==> src/rtl/synth_core_pipe_if.sv <==
// Operand/result bundle for synth_core_pipe. master is the environment (drives operands and out_ready);
// slave is the core. The ovf signal exists only when SYNTH_CORE_PIPE_OVF_EN is defined.
interface synth_core_pipe_if #(
    parameter int WIDTH   = 32,
    parameter int COUNT_W = 16
);
    logic               in_valid;
    logic               in_ready;
    logic [WIDTH-1:0]   in_a;
    logic [WIDTH-1:0]   in_b;
    logic [WIDTH-1:0]   in_c;
    logic               sel;
    logic               out_valid;
    logic               out_ready;
    logic [WIDTH-1:0]   result;
    logic [COUNT_W-1:0] out_count;
`ifdef SYNTH_CORE_PIPE_OVF_EN
    logic               ovf;
`endif

    modport master (
        output in_valid, in_a, in_b, in_c, sel, out_ready,
        input  in_ready, out_valid, result, out_count
`ifdef SYNTH_CORE_PIPE_OVF_EN
        , input ovf
`endif
    );

    modport slave (
        input  in_valid, in_a, in_b, in_c, sel, out_ready,
        output in_ready, out_valid, result, out_count
`ifdef SYNTH_CORE_PIPE_OVF_EN
        , output ovf
`endif
    );
endinterface

==> src/rtl/synth_core_pipe.sv <==
// result = b * (sel ? c : a*(c+b)) mod 2^WIDTH over 3 register stages (valid after edge k+2, 1/cycle).
// Global stall: in_ready = !out_valid | out_ready; all stages hold together. Option: SYNTH_CORE_PIPE_OVF_EN.
module synth_core_pipe #(
    parameter int WIDTH   = 32,
    parameter int COUNT_W = 16
) (
    input  logic             clk,
    input  logic             rst,
    synth_core_pipe_if.slave bus
);
    localparam int W = WIDTH;

    logic               adv;
    logic               s1_vld_q, s1_sel_q;
    logic [W-1:0]       s1_a_q, s1_b_q, s1_c_q, s1_sum_q;
    logic               s2_vld_q, s2_sel_q;
    logic [W-1:0]       s2_b_q, s2_c_q, s2_p1_q;
    logic               out_vld_q;
    logic [W-1:0]       result_q;
    logic [COUNT_W-1:0] count_q;

    logic [W-1:0]       sum_d, p1_d, result_d;
    logic [COUNT_W-1:0] count_d;

`ifdef SYNTH_CORE_PIPE_OVF_EN
    logic               s1_ovf_q, s2_ovf_q, ovf_q;
    logic               s1_ovf_d, s2_ovf_d, ovf_d;
    logic [W:0]         sum_full;
    logic [2*W-1:0]     p1_full, res_full;
`endif

    // Bubbles are deliberately not collapsed: a held output stalls the whole pipe.
    assign adv = !out_vld_q || bus.out_ready;

    always_comb begin
`ifdef SYNTH_CORE_PIPE_OVF_EN
        sum_full = {1'b0, bus.in_c} + {1'b0, bus.in_b};
        p1_full  = {{W{1'b0}}, s1_a_q} * {{W{1'b0}}, s1_sum_q};
        res_full = {{W{1'b0}}, s2_b_q} * {{W{1'b0}}, (s2_sel_q ? s2_c_q : s2_p1_q)};
        sum_d    = sum_full[W-1:0];
        p1_d     = p1_full[W-1:0];
        result_d = res_full[W-1:0];
        // p1 loss only matters when p1 is the multiplicand actually used.
        s1_ovf_d = sum_full[W];
        s2_ovf_d = s1_ovf_q || (!s1_sel_q && (p1_full[2*W-1:W] != '0));
        ovf_d    = s2_ovf_q || (res_full[2*W-1:W] != '0);
`else
        sum_d    = bus.in_c + bus.in_b;
        p1_d     = s1_a_q * s1_sum_q;
        result_d = s2_b_q * (s2_sel_q ? s2_c_q : s2_p1_q);
`endif
        count_d  = count_q + ((out_vld_q && bus.out_ready) ? COUNT_W'(1) : '0);
    end

    always_ff @(posedge clk) begin
        if (rst) begin
            s1_vld_q  <= 1'b0;
            s1_sel_q  <= 1'b0;
            s1_a_q    <= '0;
            s1_b_q    <= '0;
            s1_c_q    <= '0;
            s1_sum_q  <= '0;
            s2_vld_q  <= 1'b0;
            s2_sel_q  <= 1'b0;
            s2_b_q    <= '0;
            s2_c_q    <= '0;
            s2_p1_q   <= '0;
            out_vld_q <= 1'b0;
            result_q  <= '0;
            count_q   <= '0;
`ifdef SYNTH_CORE_PIPE_OVF_EN
            s1_ovf_q  <= 1'b0;
            s2_ovf_q  <= 1'b0;
            ovf_q     <= 1'b0;
`endif
        end else begin
            count_q <= count_d;
            if (adv) begin
                s1_vld_q  <= bus.in_valid;
                s1_sel_q  <= bus.sel;
                s1_a_q    <= bus.in_a;
                s1_b_q    <= bus.in_b;
                s1_c_q    <= bus.in_c;
                s1_sum_q  <= sum_d;
                s2_vld_q  <= s1_vld_q;
                s2_sel_q  <= s1_sel_q;
                s2_b_q    <= s1_b_q;
                s2_c_q    <= s1_c_q;
                s2_p1_q   <= p1_d;
                out_vld_q <= s2_vld_q;
                result_q  <= result_d;
`ifdef SYNTH_CORE_PIPE_OVF_EN
                s1_ovf_q  <= s1_ovf_d;
                s2_ovf_q  <= s2_ovf_d;
                ovf_q     <= ovf_d;
`endif
            end
        end
    end

    assign bus.in_ready  = adv;
    assign bus.out_valid = out_vld_q;
    assign bus.result    = result_q;
    assign bus.out_count = count_q;
`ifdef SYNTH_CORE_PIPE_OVF_EN
    assign bus.ovf       = ovf_q;
`endif

endmodule
==> src/flat_wrapper.sv <==
// flat-port wrapper written by rule: the top's interface ports become plain ports
module synth_core_pipe_flat 
#(
    parameter int WIDTH   = 32,
    parameter int COUNT_W = 16
)
  (clk, rst, bus_in_valid, bus_in_a, bus_in_b, bus_in_c, bus_sel, bus_out_ready, bus_in_ready, bus_out_valid, bus_result, bus_out_count);
  synth_core_pipe_if #(.WIDTH(WIDTH), .COUNT_W(COUNT_W)) bus_i ();
  input  logic clk;
  input  logic rst;
  input wire logic [$bits(bus_i.in_valid)-1:0] bus_in_valid;
  input wire logic [$bits(bus_i.in_a)-1:0] bus_in_a;
  input wire logic [$bits(bus_i.in_b)-1:0] bus_in_b;
  input wire logic [$bits(bus_i.in_c)-1:0] bus_in_c;
  input wire logic [$bits(bus_i.sel)-1:0] bus_sel;
  input wire logic [$bits(bus_i.out_ready)-1:0] bus_out_ready;
  output wire logic [$bits(bus_i.in_ready)-1:0] bus_in_ready;
  output wire logic [$bits(bus_i.out_valid)-1:0] bus_out_valid;
  output wire logic [$bits(bus_i.result)-1:0] bus_result;
  output wire logic [$bits(bus_i.out_count)-1:0] bus_out_count;
  assign bus_i.in_valid = bus_in_valid;
  assign bus_i.in_a = bus_in_a;
  assign bus_i.in_b = bus_in_b;
  assign bus_i.in_c = bus_in_c;
  assign bus_i.sel = bus_sel;
  assign bus_i.out_ready = bus_out_ready;
  assign bus_in_ready = bus_i.in_ready;
  assign bus_out_valid = bus_i.out_valid;
  assign bus_result = bus_i.result;
  assign bus_out_count = bus_i.out_count;
  synth_core_pipe #(.WIDTH(WIDTH), .COUNT_W(COUNT_W)) u_core (.clk(clk), .rst(rst), .bus(bus_i));
endmodule
==> config.mk <==
export PLATFORM = sky130hd
export DESIGN_NAME = synth_core_pipe_flat
export DESIGN_NICKNAME = d
export VERILOG_FILES = /design/src/rtl/synth_core_pipe_if.sv /design/src/rtl/synth_core_pipe.sv /design/src/flat_wrapper.sv
export SDC_FILE = /design/constraint.sdc
export NUM_CORES = 2
export LEC_CHECK = 0
export CORE_ASPECT_RATIO = 1.4
export CORE_MARGIN = 2
export CORE_UTILIZATION = 55
export CTS_CLUSTER_DIAMETER = 80
export DETAILED_ROUTE_END_ITERATION = 12
export GPL_TIMING_DRIVEN = 0
export PLACE_DENSITY = 0.73
export SYNTH_ARGS = -nofsm -noshare
export SYNTH_HDL_FRONTEND = slang
export SYNTH_SLANG_ARGS = --single-unit
==> constraint.sdc <==
create_clock -name clk -period 10 [get_ports clk]
set_input_delay 1.5 -clock clk [delete_from_list [all_inputs] [get_ports clk]]
set_output_delay 1.5 -clock clk [all_outputs]
set_load 0.03 [all_outputs]
==> flow_summary.yaml <==
status:
  outcome: "complete, but fails checks"
  failed_checks: "negative setup slack"
grt:
  grt_max_degree: 17
  grt_first_pass_wirelength_um: 243000
  first_global_vias: 38400
  grt_antenna_before_repair: 12
  grt_overflow: 0
  grt.total_usage: 0.424
yosys:
  post-synth-top-area-fraction: 0.382
  ys_dominant_reg_cell: "sky130_fd_sc_hd__dfxtp_1"
  synth_common_cells: "sky130_fd_sc_hd__nand2_1 (989), sky130_fd_sc_hd__inv_1 (848), sky130_fd_sc_hd__fa_1 (817), sky130_fd_sc_hd__and2_1 (541), sky130_fd_sc_hd__a21oi_1 (285)"
  synth_cells: 4953
  netlist-cell-type-count: 70
  synthesis.area_per_instance_um2: 8.65
  yosysSeqAreaShare: 0.129
  synth-warning-count: 0
  synth_largest_area_cell: "sky130_fd_sc_hd__fa_1"
  synthArstFlopShare: 0
  syn-num-nets: 6150
  netlist_area_um2: 42800
  synth.most_common_cell: "sky130_fd_sc_hd__nand2_1"
  number_of_enable_type_register_cells_in_the_synthesized_netlist: 0
  netlist_top_cells_area: "sky130_fd_sc_hd__fa_1 (38%), sky130_fd_sc_hd__dfxtp_1 (13%), sky130_fd_sc_hd__nand2_1 (8.7%), sky130_fd_sc_hd__ha_1 (8.1%), sky130_fd_sc_hd__and2_1 (7.9%)"
  synth.ff_latch_count: 277
cells_and_area:
  final_cell_area_um2: 46800
  drive_above_1_share: 0.0198
  layoutNonFillerInstCount: 6210
  final_net_count: 6333
  n_fill_cell: 7190
  synthToLayoutAreaGrowth_pct: 9.28
clocking:
  h_tree_depth_reported_by_cts: 1
  post-cts-setup-buffers: 0
  ctsLongestPathBuffers: 3
  cts_hold_buf: 0
  clock-sinks: 277
  clockRootBuffer: "sky130_fd_sc_hd__clkbuf_16"
  tritoncts: "built"
  clk-insertion-delay-late_ns: 0.66
  clk_pin_slew_ns: 0.07
  tritoncts_buffers: 31
pwr:
  total_power_mw: 9.59
  worst_vdd_ir_mv: 0.238
  power_per_cell_area_nw_per_um2: 205
  leakage_power_nw: 21.9
timing:
  fmax_ghz: 0.0997
  min_tclk_post_route_ns: 10.03
  final_min_period_over_clock_period: 1.00
  report.final.setup_viol: 1
  relSlewSlack: 0.0905
  grt_setup_unrepaired: "true"
  worst_slew_pin_tran_ns: 1.36
  hold_viol: 0
  timing.hold.ws_ns: 0.449
  finalWorstSetupSlack_ns: -0.0346
  worst_clock_skew_ns: 0.0336
  drv_slew: 0
place:
  globalplace.congestion: 1.07
  buffer_ports.inserted: 150
  postPlaceCellArea_um2: 45700
  number_of_cells_in_the_design_after_placement: 6148
  place_hpwl_um: 136000
  placement.setup.worst_slack_ns: 0.0570
critical_path:
  timing_worst_setup_path_type: "reg -> reg"
  worstPathRequired_ns: 10.47
  worst_ep_arrival_time_ns: 10.51
  r2r_setup_slack_ns: -0.03
  critical_path_peak_fanout: 10
  setup.worst_path.start_class: "flop"
  end_kind: "flop"
die:
  core_area_um2: 77500
  die-height_um: 334
  rows: 121
  die_area_um2: 80200
  start_util: 0.553
  dieWidth_um: 240
  floorplan.io_pins: 151
routing:
  postRouteWirelength_um: 166000
  drtIter0Drc: 2790
  vias: 36100
  drt-wirelength-per-cell_um: 26.7
  number_of_antenna_violating_nets_in_the_routed_design: 0
  drtPass1Iterations: 6
  drcViolationCount: 0
  post_drt_via_cell_ratio: 5.81
run:
  max_cap_viol_count: 0
hold_path:
  worstHoldPathType: "reg -> reg"
## path summary, 6_finish.rpt
check                                  startpoint                    end  depth (start not counted)
worst max-delay path              u_core.s2_sel_q  u_core.bus.result[31]                         26
worst min-delay path            u_core.s2_c_q[12]      u_core.s2_c_q[12]                          2
worst max register to register    u_core.s2_sel_q  u_core.bus.result[31]                         26
worst min register to register  u_core.s2_c_q[12]      u_core.s2_c_q[12]                          2
## where the power goes
group | leakage [nW] | internal [mW] | switching [mW]
registers | 2.29 | 1.26 | 0.168
logic | 19.1 | 2.61 | 4.27
clock network | 0.553 | 0.745 | 0.541
## logic make-up (layout without fill, tap and decap cells)
kind of cell	after synthesis	in the layout	share of synthesized area
compound gates	499	499	0.0684
xor+xnor	197	197	0.0411
fa+ha+maj	1096	1096	0.463
buf+inv	1128	1334	0.0995
flops	277	277	0.129
mux	35	35	0.00984
other cells	0	6	0
simple gates	1721	1721	0.189
## worst max-delay path, cell delays in order (launching register included)
cell and delay, ns:
sky130_fd_sc_hd__dfxtp_1 0.31, sky130_fd_sc_hd__buf_6 0.13, sky130_fd_sc_hd__buf_6 0.15, sky130_fd_sc_hd__mux2_1 0.28, sky130_fd_sc_hd__clkbuf_1 0.73, sky130_fd_sc_hd__clkbuf_1 0.83
sky130_fd_sc_hd__and2_1 0.27, sky130_fd_sc_hd__fa_1 0.42, sky130_fd_sc_hd__inv_1 0.10, sky130_fd_sc_hd__fa_1 0.47, sky130_fd_sc_hd__fa_1 0.51, sky130_fd_sc_hd__fa_1 0.56
sky130_fd_sc_hd__inv_1 0.06, sky130_fd_sc_hd__fa_1 0.48, sky130_fd_sc_hd__fa_1 0.59, sky130_fd_sc_hd__fa_1 0.44, sky130_fd_sc_hd__fa_1 0.47, sky130_fd_sc_hd__ha_1 0.35
sky130_fd_sc_hd__a21o_1 0.19, sky130_fd_sc_hd__a21o_1 0.21, sky130_fd_sc_hd__a31oi_1 0.35, sky130_fd_sc_hd__o21ai_0 0.18, sky130_fd_sc_hd__a211oi_2 0.58, sky130_fd_sc_hd__o21bai_1 0.20
sky130_fd_sc_hd__a31oi_1 0.60, sky130_fd_sc_hd__xor2_1 0.26, sky130_fd_sc_hd__a211oi_2 0.09
## metal layers
layer  track usage  up-vias  share of wire
li1              -    15300              -
met1         0.423    17800           0.31
met2         0.701     2030           0.48
met3        0.0928      955          0.080
met4         0.454       12           0.14
met5             0        -        0.00052
## cells in the final DEF (no fill, tap or decap), drive strengths merged, types with 17 or more instances in the layout
cell type	n
nand2	990
inv	851
fa	817
and2	541
clkbuf	301
a21oi	285
ha	279
dfxtp	277
clkdlybuf4s50	150
xnor2	139
nor2	70
o21ai	60
xor2	56
nand3	37
mux2	30
a21o	28
a211oi	21
o21a	17
## layout make-up
cell class              count  area (um^2)  area share
diodes                      6         15.0    0.000321
repair buffers            150         1500      0.0321
plain buffers             280         1080      0.0231
well taps                1045         1310      0.0279
multi-input cells        3548        33100       0.706
clock buffers              36          815      0.0174
inverters                 848         3180      0.0680
flip-flops and latches    277         5550       0.118
clock inverters            20          303     0.00647
## state kept, by name, summed over array words and instances (netlist names)
| register | count |
|---|---|
| u_core.bus.result | 32 |
| u_core.s1_vld_q | 1 |
| u_core.bus.out_valid | 1 |
| u_core.s2_b_q | 32 |
| u_core.s1_c_q | 32 |
| u_core.s2_c_q | 32 |
| u_core.s1_b_q | 32 |
| u_core.s2_sel_q | 1 |
| u_core.s1_sum_q | 32 |
| u_core.s1_a_q | 32 |
| u_core.s2_p1_q | 32 |
| u_core.s1_sel_q | 1 |
| u_core.s2_vld_q | 1 |
| u_core.bus.out_count | 16 |
## what timing repair did
| action | in CTS | in global routing |
|---|---|---|
| gates resized for setup | 1 | 4 |
| setup endpoints to repair | 1 | 4 |
| gates cloned | 0 | 0 |
## metrics by stage
step	TNS (ns)	util
after floorplan	0	-
after global placement	-0.531	0.589
after detailed placement	0	0.589
after CTS	0	0.604
after global routing	-0.101	0.604
final	-0.0346	0.604
(Power assumes the default switching activity.)
